==> src/rtl/bcd_lcd_writer.sv <==
// bcd_lcd_writer: turns a packed 4-digit BCD MM:SS value into a character-LCD
// write stream (one set-address command followed by "MM:SS") on a
// valid/ready byte interface. A frame is sent whenever the value differs from
// the last one sent, on a refresh request, and once after reset.
// Optional feature: define BCD_LCD_WRITER_BLANK_EN to show a leading zero in
// the tens-minutes position as a space.
module bcd_lcd_writer #(
  parameter logic [7:0] LINE_ADDR = 8'h80
) (
  input  logic        clk,
  input  logic        rst,
  input  logic [15:0] Digit,
  input  logic        refresh,
  output logic        out_valid,
  input  logic        out_ready,
  output logic        out_rs,
  output logic [7:0]  out_data,
  output logic        busy,
  output logic        frame_done
);

  typedef enum logic [1:0] {IDLE, CMD, CHAR, DONE} state_t;

  state_t      state_reg, state_next;
  logic [15:0] snap_reg, snap_next;
  logic        pending_reg, pending_next;
  logic [2:0]  idx_reg, idx_next;
  logic        valid_reg, valid_next;
  logic        rs_reg, rs_next;
  logic [7:0]  data_reg, data_next;
  logic        xfer;

  // Character k (0..4) of the "MM:SS" text for a snapped value.
  function automatic logic [7:0] char_at(input logic [15:0] v, input logic [2:0] k);
    logic [3:0] n;
    logic [7:0] c;
    n = 4'h0;
    case (k)
      3'd0:    n = v[15:12];
      3'd1:    n = v[11:8];
      3'd3:    n = v[7:4];
      3'd4:    n = v[3:0];
      default: n = 4'h0;
    endcase
    // Nibbles outside 0..9 are not valid BCD; show them as '?'.
    c = (n <= 4'd9) ? (8'h30 + {4'h0, n}) : 8'h3F;
    if (k == 3'd2) c = 8'h3A;
`ifdef BCD_LCD_WRITER_BLANK_EN
    if ((k == 3'd0) && (n == 4'h0)) c = 8'h20;
`else
`endif
    return c;
  endfunction

  assign xfer       = valid_reg & out_ready;
  assign out_valid  = valid_reg;
  assign out_rs     = rs_reg;
  assign out_data   = data_reg;
  assign busy       = (state_reg != IDLE);
  assign frame_done = (state_reg == DONE);

  // State and output-byte registers; reset forces a frame right after release.
  always_ff @(posedge clk) begin
    if (rst) begin
      state_reg   <= IDLE;
      snap_reg    <= 16'h0000;
      pending_reg <= 1'b1;
      idx_reg     <= 3'd0;
      valid_reg   <= 1'b0;
      rs_reg      <= 1'b0;
      data_reg    <= 8'h00;
    end else begin
      state_reg   <= state_next;
      snap_reg    <= snap_next;
      pending_reg <= pending_next;
      idx_reg     <= idx_next;
      valid_reg   <= valid_next;
      rs_reg      <= rs_next;
      data_reg    <= data_next;
    end
  end

  // Next-state logic: start detection, byte sequencing on each accepted transfer.
  always_comb begin
    state_next   = state_reg;
    snap_next    = snap_reg;
    pending_next = pending_reg | refresh;
    idx_next     = idx_reg;
    valid_next   = valid_reg;
    rs_next      = rs_reg;
    data_next    = data_reg;
    case (state_reg)
      IDLE: begin
        // A refresh coinciding with the start is absorbed into this frame.
        if (pending_reg || (Digit != snap_reg)) begin
          snap_next    = Digit;
          pending_next = 1'b0;
          state_next   = CMD;
          valid_next   = 1'b1;
          rs_next      = 1'b0;
          data_next    = LINE_ADDR;
        end
      end
      CMD: begin
        if (xfer) begin
          state_next = CHAR;
          idx_next   = 3'd0;
          rs_next    = 1'b1;
          data_next  = char_at(snap_reg, 3'd0);
        end
      end
      CHAR: begin
        if (xfer) begin
          if (idx_reg == 3'd4) begin
            state_next = DONE;
            valid_next = 1'b0;
          end else begin
            idx_next  = idx_reg + 3'd1;
            data_next = char_at(snap_reg, idx_reg + 3'd1);
          end
        end
      end
      DONE: begin
        state_next = IDLE;
      end
      default: begin
        state_next = IDLE;
        valid_next = 1'b0;
      end
    endcase
  end

endmodule

==> config.mk <==
export PLATFORM = sky130hd
export DESIGN_NAME = bcd_lcd_writer
export DESIGN_NICKNAME = d
export VERILOG_FILES = /design/src/rtl/bcd_lcd_writer.sv
export SDC_FILE = /design/constraint.sdc
export NUM_CORES = 1
export LEC_CHECK = 0
export CORE_ASPECT_RATIO = 0.8
export CORE_MARGIN = 5
export CORE_UTILIZATION = 52
export DETAILED_ROUTE_END_ITERATION = 6
export PLACE_DENSITY = 0.85
export SLEW_MARGIN = 25
export SYNTH_ARGS = -nofsm -noshare
export SYNTH_HDL_FRONTEND = slang
export SYNTH_SLANG_ARGS = --single-unit
==> constraint.sdc <==
create_clock -name clk -period 2.9 [get_ports clk]
set_clock_uncertainty 0.2 [all_clocks]
set_input_delay 0.29 -clock clk [delete_from_list [all_inputs] [get_ports clk]]
set_output_delay 0.29 -clock clk [all_outputs]
set_load 0.02 [all_outputs]
## Word level (Yosys, flattened, before mapping)

Cells that the tools add are included.
W data, S select, Z words.

- Flip-flop bits (word level): 32
- Output and inout bits: 12

- Add/sub/neg operators: 3
- Order comparisons: 2
- Equality and inequality tests: 14
- Multiplexer cells: 32
- Bitwise logic cells: 2
- Reduce and logical (&&, ||, !) cells: 14

Operator list:

| kind | number |
|---|---|
| $mux W8 | 4 |
| $pmux W8 S3 | 1 |
| $mux W7 | 3 |
| $mux W4 | 5 |
| $ne A16 B16 Y1 | 1 |
| $pmux W4 S4 | 1 |
| $add A6 B4 Y7 const A | 2 |
| $reduce_and A4 Y1 | 3 |
| $ne A2 B2 Y1 const B | 5 |
| $mux W3 | 3 |
| $le A4 B4 Y1 const B | 2 |
| $mux W2 | 4 |
| $pmux W2 S4 | 1 |
| $reduce_bool A2 Y1 | 4 |
| $mux W1 | 7 |
| $eq A3 B2 Y1 const B | 2 |
| $eq A3 B3 Y1 const B | 2 |
| $pmux W3 S2 | 1 |
| $reduce_and A5 Y1 | 1 |
| $eq A2 B2 Y1 const B | 2 |
| $pmux W1 S2 | 2 |
| $add A3 B1 Y3 const B | 1 |
| $eq A3 B1 Y1 const B | 1 |
| $logic_not A3 Y1 | 1 |
| 8 further kinds | 8 |

## Logic depth before layout (Yosys ltp)

- Depth in word-level cells: 12
- Gate-level depth with buffers: 9
- Gate-level depth less buffers: 8

## Worst setup path after synthesis

No wires, ideal clock.

- Kind: register to register
- From: register idx_reg[0]
- To: register data_reg[2] (netlist: out_data[2])
- Data arrival time: 1.848 ns
- Data required time: 2.570 ns
- Slack: 0.722 ns
- Cell stages (with the launch flop): 10
- Clock period less this slack: 2.178 ns
- Cell sequence: dfxtp_1 inv_1 ha_1 clkbuf_1 a22oi_1 nor2_1 o31ai_1 o21ai_0 a31oi_1 o32ai_1

- Cells in the longest elaborated chain, start to end: 12
- Elaborated cells on any way between the ends: 20

Ends and longest elaborated chain:

| what | RTL line | RTL |
|---|---|---|
| start, declared | 27 | `logic [2:0] idx_reg, idx_next;` |
| start signal, assigned | 76 | `idx_reg <= idx_next;` |
| $add A3 B1 Y3 | 119 | `data_next = char_at(snap_reg, idx_reg + 3'd1);` |
| $eq A3 B3 Y1 (tied with other cells) | 38 | `case (k)` |
| $pmux W4 S4 | 38 |  |
| $mux W4 | 114 | `if (idx_reg == 3'd4) begin` |
| $mux W4 | 113 | `if (xfer) begin` |
| $mux W4 | 92 | `case (state_reg)` |
| $add A6 B4 Y7 or $le A4 B4 Y1 (tied branches) | 46 | `c = (n <= 4'd9) ? (8'h30 + {4'h0, n}) : 8'h3F;` |
| $mux W7 | 46 |  |
| $mux W7 | 47 | `if (k == 3'd2) c = 8'h3A;` |
| $mux W8 | 114 |  |
| $mux W8 | 113 |  |
| $pmux W8 S3 | 92 |  |
| end signal, assigned | 79 | `data_reg <= data_next;` |
| end, declared | 30 | `logic [7:0] data_reg, data_next;` |

Several ways; a longest one is shown, not always the timed one. The select of a mux whose other input is x is not followed.
A chain may end at the register's enable or synchronous reset.

## Final worst setup path

- From: input port Digit[8]
- To: register data_reg[2] (netlist: out_data[2])

- Cells in the longest elaborated chain, start to end: 4

Ends and longest elaborated chain:

| what | RTL line | RTL |
|---|---|---|
| start, declared | 12 | `input logic [15:0] Digit,` |
| $ne A16 B16 Y1 | 95 | `if (pending_reg \|\| (Digit != snap_reg)) begin` |
| $logic_or A1 B1 Y1 | 95 |  |
| $ne A2 B2 Y1 (no source line) | - |  |
| $reduce_and A5 Y1 (no source line) | - |  |

Every way passes these cells.

==> flow_metrics.py <==
metrics = {
    "yosys": {
        "yosys-top-cells-area": "dfxtp_1 (33%), mux2i_1 (8.9%), ha_1 (6.2%)",
        "synthTopCellsByCount": "dfxtp_1 (30), nor2_1 (26), mux2i_1 (16), a21oi_1 (14)",
        "netlist_area_um2": 1800,
        "synth.distinct_cells": 44,
        "seq_area_frac_synth_pct": 33.3,
        "synth_edf_count": 0,
        "avgSynthCellArea_um2": 8.43,
        "synth_ff_type": "dfxtp_1",
        "yosysTopAreaCellShare_pct": 33.3,
        "syn_nets": 243,
        "synthArstFlopShare_pct": 0,
        "synth-seq-cells": 30,
        "yosysTopAreaCell": "dfxtp_1",
        "post-synth-top-count-cell": "dfxtp_1",
        "syn-instance-count": 214,
        "ys_warn_count": 0,
    },
    "critical_path": {
        "cp_slowest_cell": "nor3_1",
        "cp_max_fo": 6,
        "worstSetupPathType": "primary input to register",
        "crit_buf_inv": 1,
        "cp.arrival_ps": 2450,
        "path_cells": "clkdlybuf4s50_1, xor2_1, nor4_1, nand3_1, nor3_1, nor2_1, o32ai_1",
        "cpLargestDelayFamily": "simple AND/OR/NAND/NOR gates",
        "crit_required_ps": 2890,
        "crit_path_end_kind": "register",
        "cp-start-kind": "primary input",
        "critical-path-max-stage-delay_ps": 600,
    },
    "die": {
        "initial_core_util_pct": 53.1,
        "num_rows": 19,
        "die_h_um": 62.7,
        "dieArea_um2": 4750,
        "ios": 32,
        "fp.dieW_um": 75.9,
        "coreArea_um2": 3400,
    },
    "cells_and_area": {
        "nets": 269,
        "n_antenna_cell": 0,
        "instances_no_fill": 283,
        "largest_reg_flops": 16,
        "area_growth_pct": 22.5,
        "final_layout_size_suffix_gt1_share_pct": 5.81,
    },
    "clock_tree": {
        "cts-root-buf": "clkbuf_8",
        "cts.repair.resized": 0,
        "cts.clk_slew.worst_paths_ps": 60,
        "cts_tree": "done",
        "cts_hold_repair.buffers": 0,
        "postCtsSetupRepairBufs": 0,
        "cts_made_buffers": 5,
        "clock_path_buffers": 2,
        "cts_sinks": 30,
        "htreeDepth": 2,
        "worstSkewPairLatency_ps": 280,
    },
    "sta": {
        "finalCritPeriodShare_pct": 84.9,
        "fin_crit_ps": 2460,
        "tightest_slew_ps": 671,
        "slew_headroom_pct": 54.9,
        "clock.fmax_mhz": 406,
        "setup_tns_ps": 0,
        "setup_violations": 0,
        "slew_violations": 0,
        "rsz0062_at_grt": "false",
        "hold_viol_final": 0,
    },
    "power": {
        "p_leak_uw": 0.000904,
        "powerDensity_nw_per_um2": 818,
        "peakVddDrop_uv": 495,
    },
    "place": {
        "dp.cells": 275,
        "dp_hpwl_um": 3080,
        "gp_congestion": 0.886,
        "port_buffers": 30,
    },
    "grt": {
        "grt_pass1_wl_um": 6890,
        "grt_overflow_total": 0,
        "grt_usage_pct": 18.3,
        "grt_pass1_vias": 1480,
        "antenna_found_initial": 0,
        "grt_max_degree": 31,
    },
    "drt": {
        "wl_um": 4110,
        "post-route-drc-count": 0,
        "dr.pass1.iters": 4,
        "num_vias": 1608,
        "wl_per_cell_um": 14.5,
        "drt_iter0_markers": 151,
        "ant_nets": 0,
        "vias_per_cell": 5.68,
    },
    "job": {
        "maxCapViolations": 0,
    },
    "status": {
        "status": "finished clean",
    },
    "hold_path": {
        "hold_path_class": "register to register",
    },
}
cells in the final DEF, fill, tap and decap left out, drive strengths merged, types with 2 or more instances in the layout:
cell type,n
dfxtp,30
nor3,3
a211oi,2
and3,6
nand3,6
a21oi,15
nand4,3
o32ai,3
nand2,9
o31ai,3
o21ai,13
nor4,2
ha,9
mux2i,16
o211ai,2
clkdlybuf4s50,30
nor2,26
a22oi,8
clkbuf,8
xor2,13
inv,8
or3,3
xnor2,5
nand2b,3
buf,2
metal layers:
layer	vias to the layer above	global-route usage [%]	share of wire, %
met4	0	6.55	1.0
met1	759	25.3	48
li1	804	-	-
met3	4	4.50	6.0
met2	41	27.2	45
met5	-	0	0
area by class of cell:
class                      count  area (µm²)
clock buffer                   8         110
inverter                       8        30.0
sequential                    30         601
fill                         312        1190
timing repair buffer          32         315
tap                           42        52.6
multi-input combinational    163        1100
cell families (layout without fill, tap and decap cells):
kind of cell / after synthesis / in the layout / synth area share, %
and+or+nand+nor: 66 / 66 / 17.8
AOI/OAI and AO/OA: 52 / 52 / 18.2
DFF: 30 / 30 / 33.3
buffers and inverters: 21 / 48 / 5.62
xor gates and xnor gates: 18 / 18 / 9.15
muxes: 17 / 17 / 9.50
adders and majority gates: 9 / 9 / 6.24
other: 1 / 1 / 0.208
worst reg2reg max path, cell delays in order, from the launching register on:
cell	delay, ps
dfxtp_1	440
inv_1	130
ha_1	320
a22oi_1	220
nor2_1	60
o31ai_1	440
o21ai_0	160
a31oi_1	230
o32ai_1	110
stage by stage:
stage	area, µm²	worst slack (ps)	hold slack [ps]	util (%)	power, µW
floorplan	1800	722	227	-	1190
global placement	2100	253	262	61.8	1390
detailed placement	2100	221	267	61.8	1410
CTS	2210	465	276	65.0	1810
global route	2210	197	303	65.0	1920
finish	2210	437	276	65.0	1810
worst paths after layout:
check	cells past startpoint	end	start	slack (ps)
setup reg to reg	8	out_data[2]	idx_reg[0]	470
hold / removal	2	out_data[2]	out_data[2]	280
hold reg to reg	2	out_data[2]	out_data[2]	280
setup / recovery	7	out_data[2]	Digit[8]	440
power breakdown:
group	switching (µW)	total [µW]	internal [µW]
registers	103	618	515
logic	435	796	361
clock network	155	395	239
Note: power is estimated with default switching activity, not from simulation.
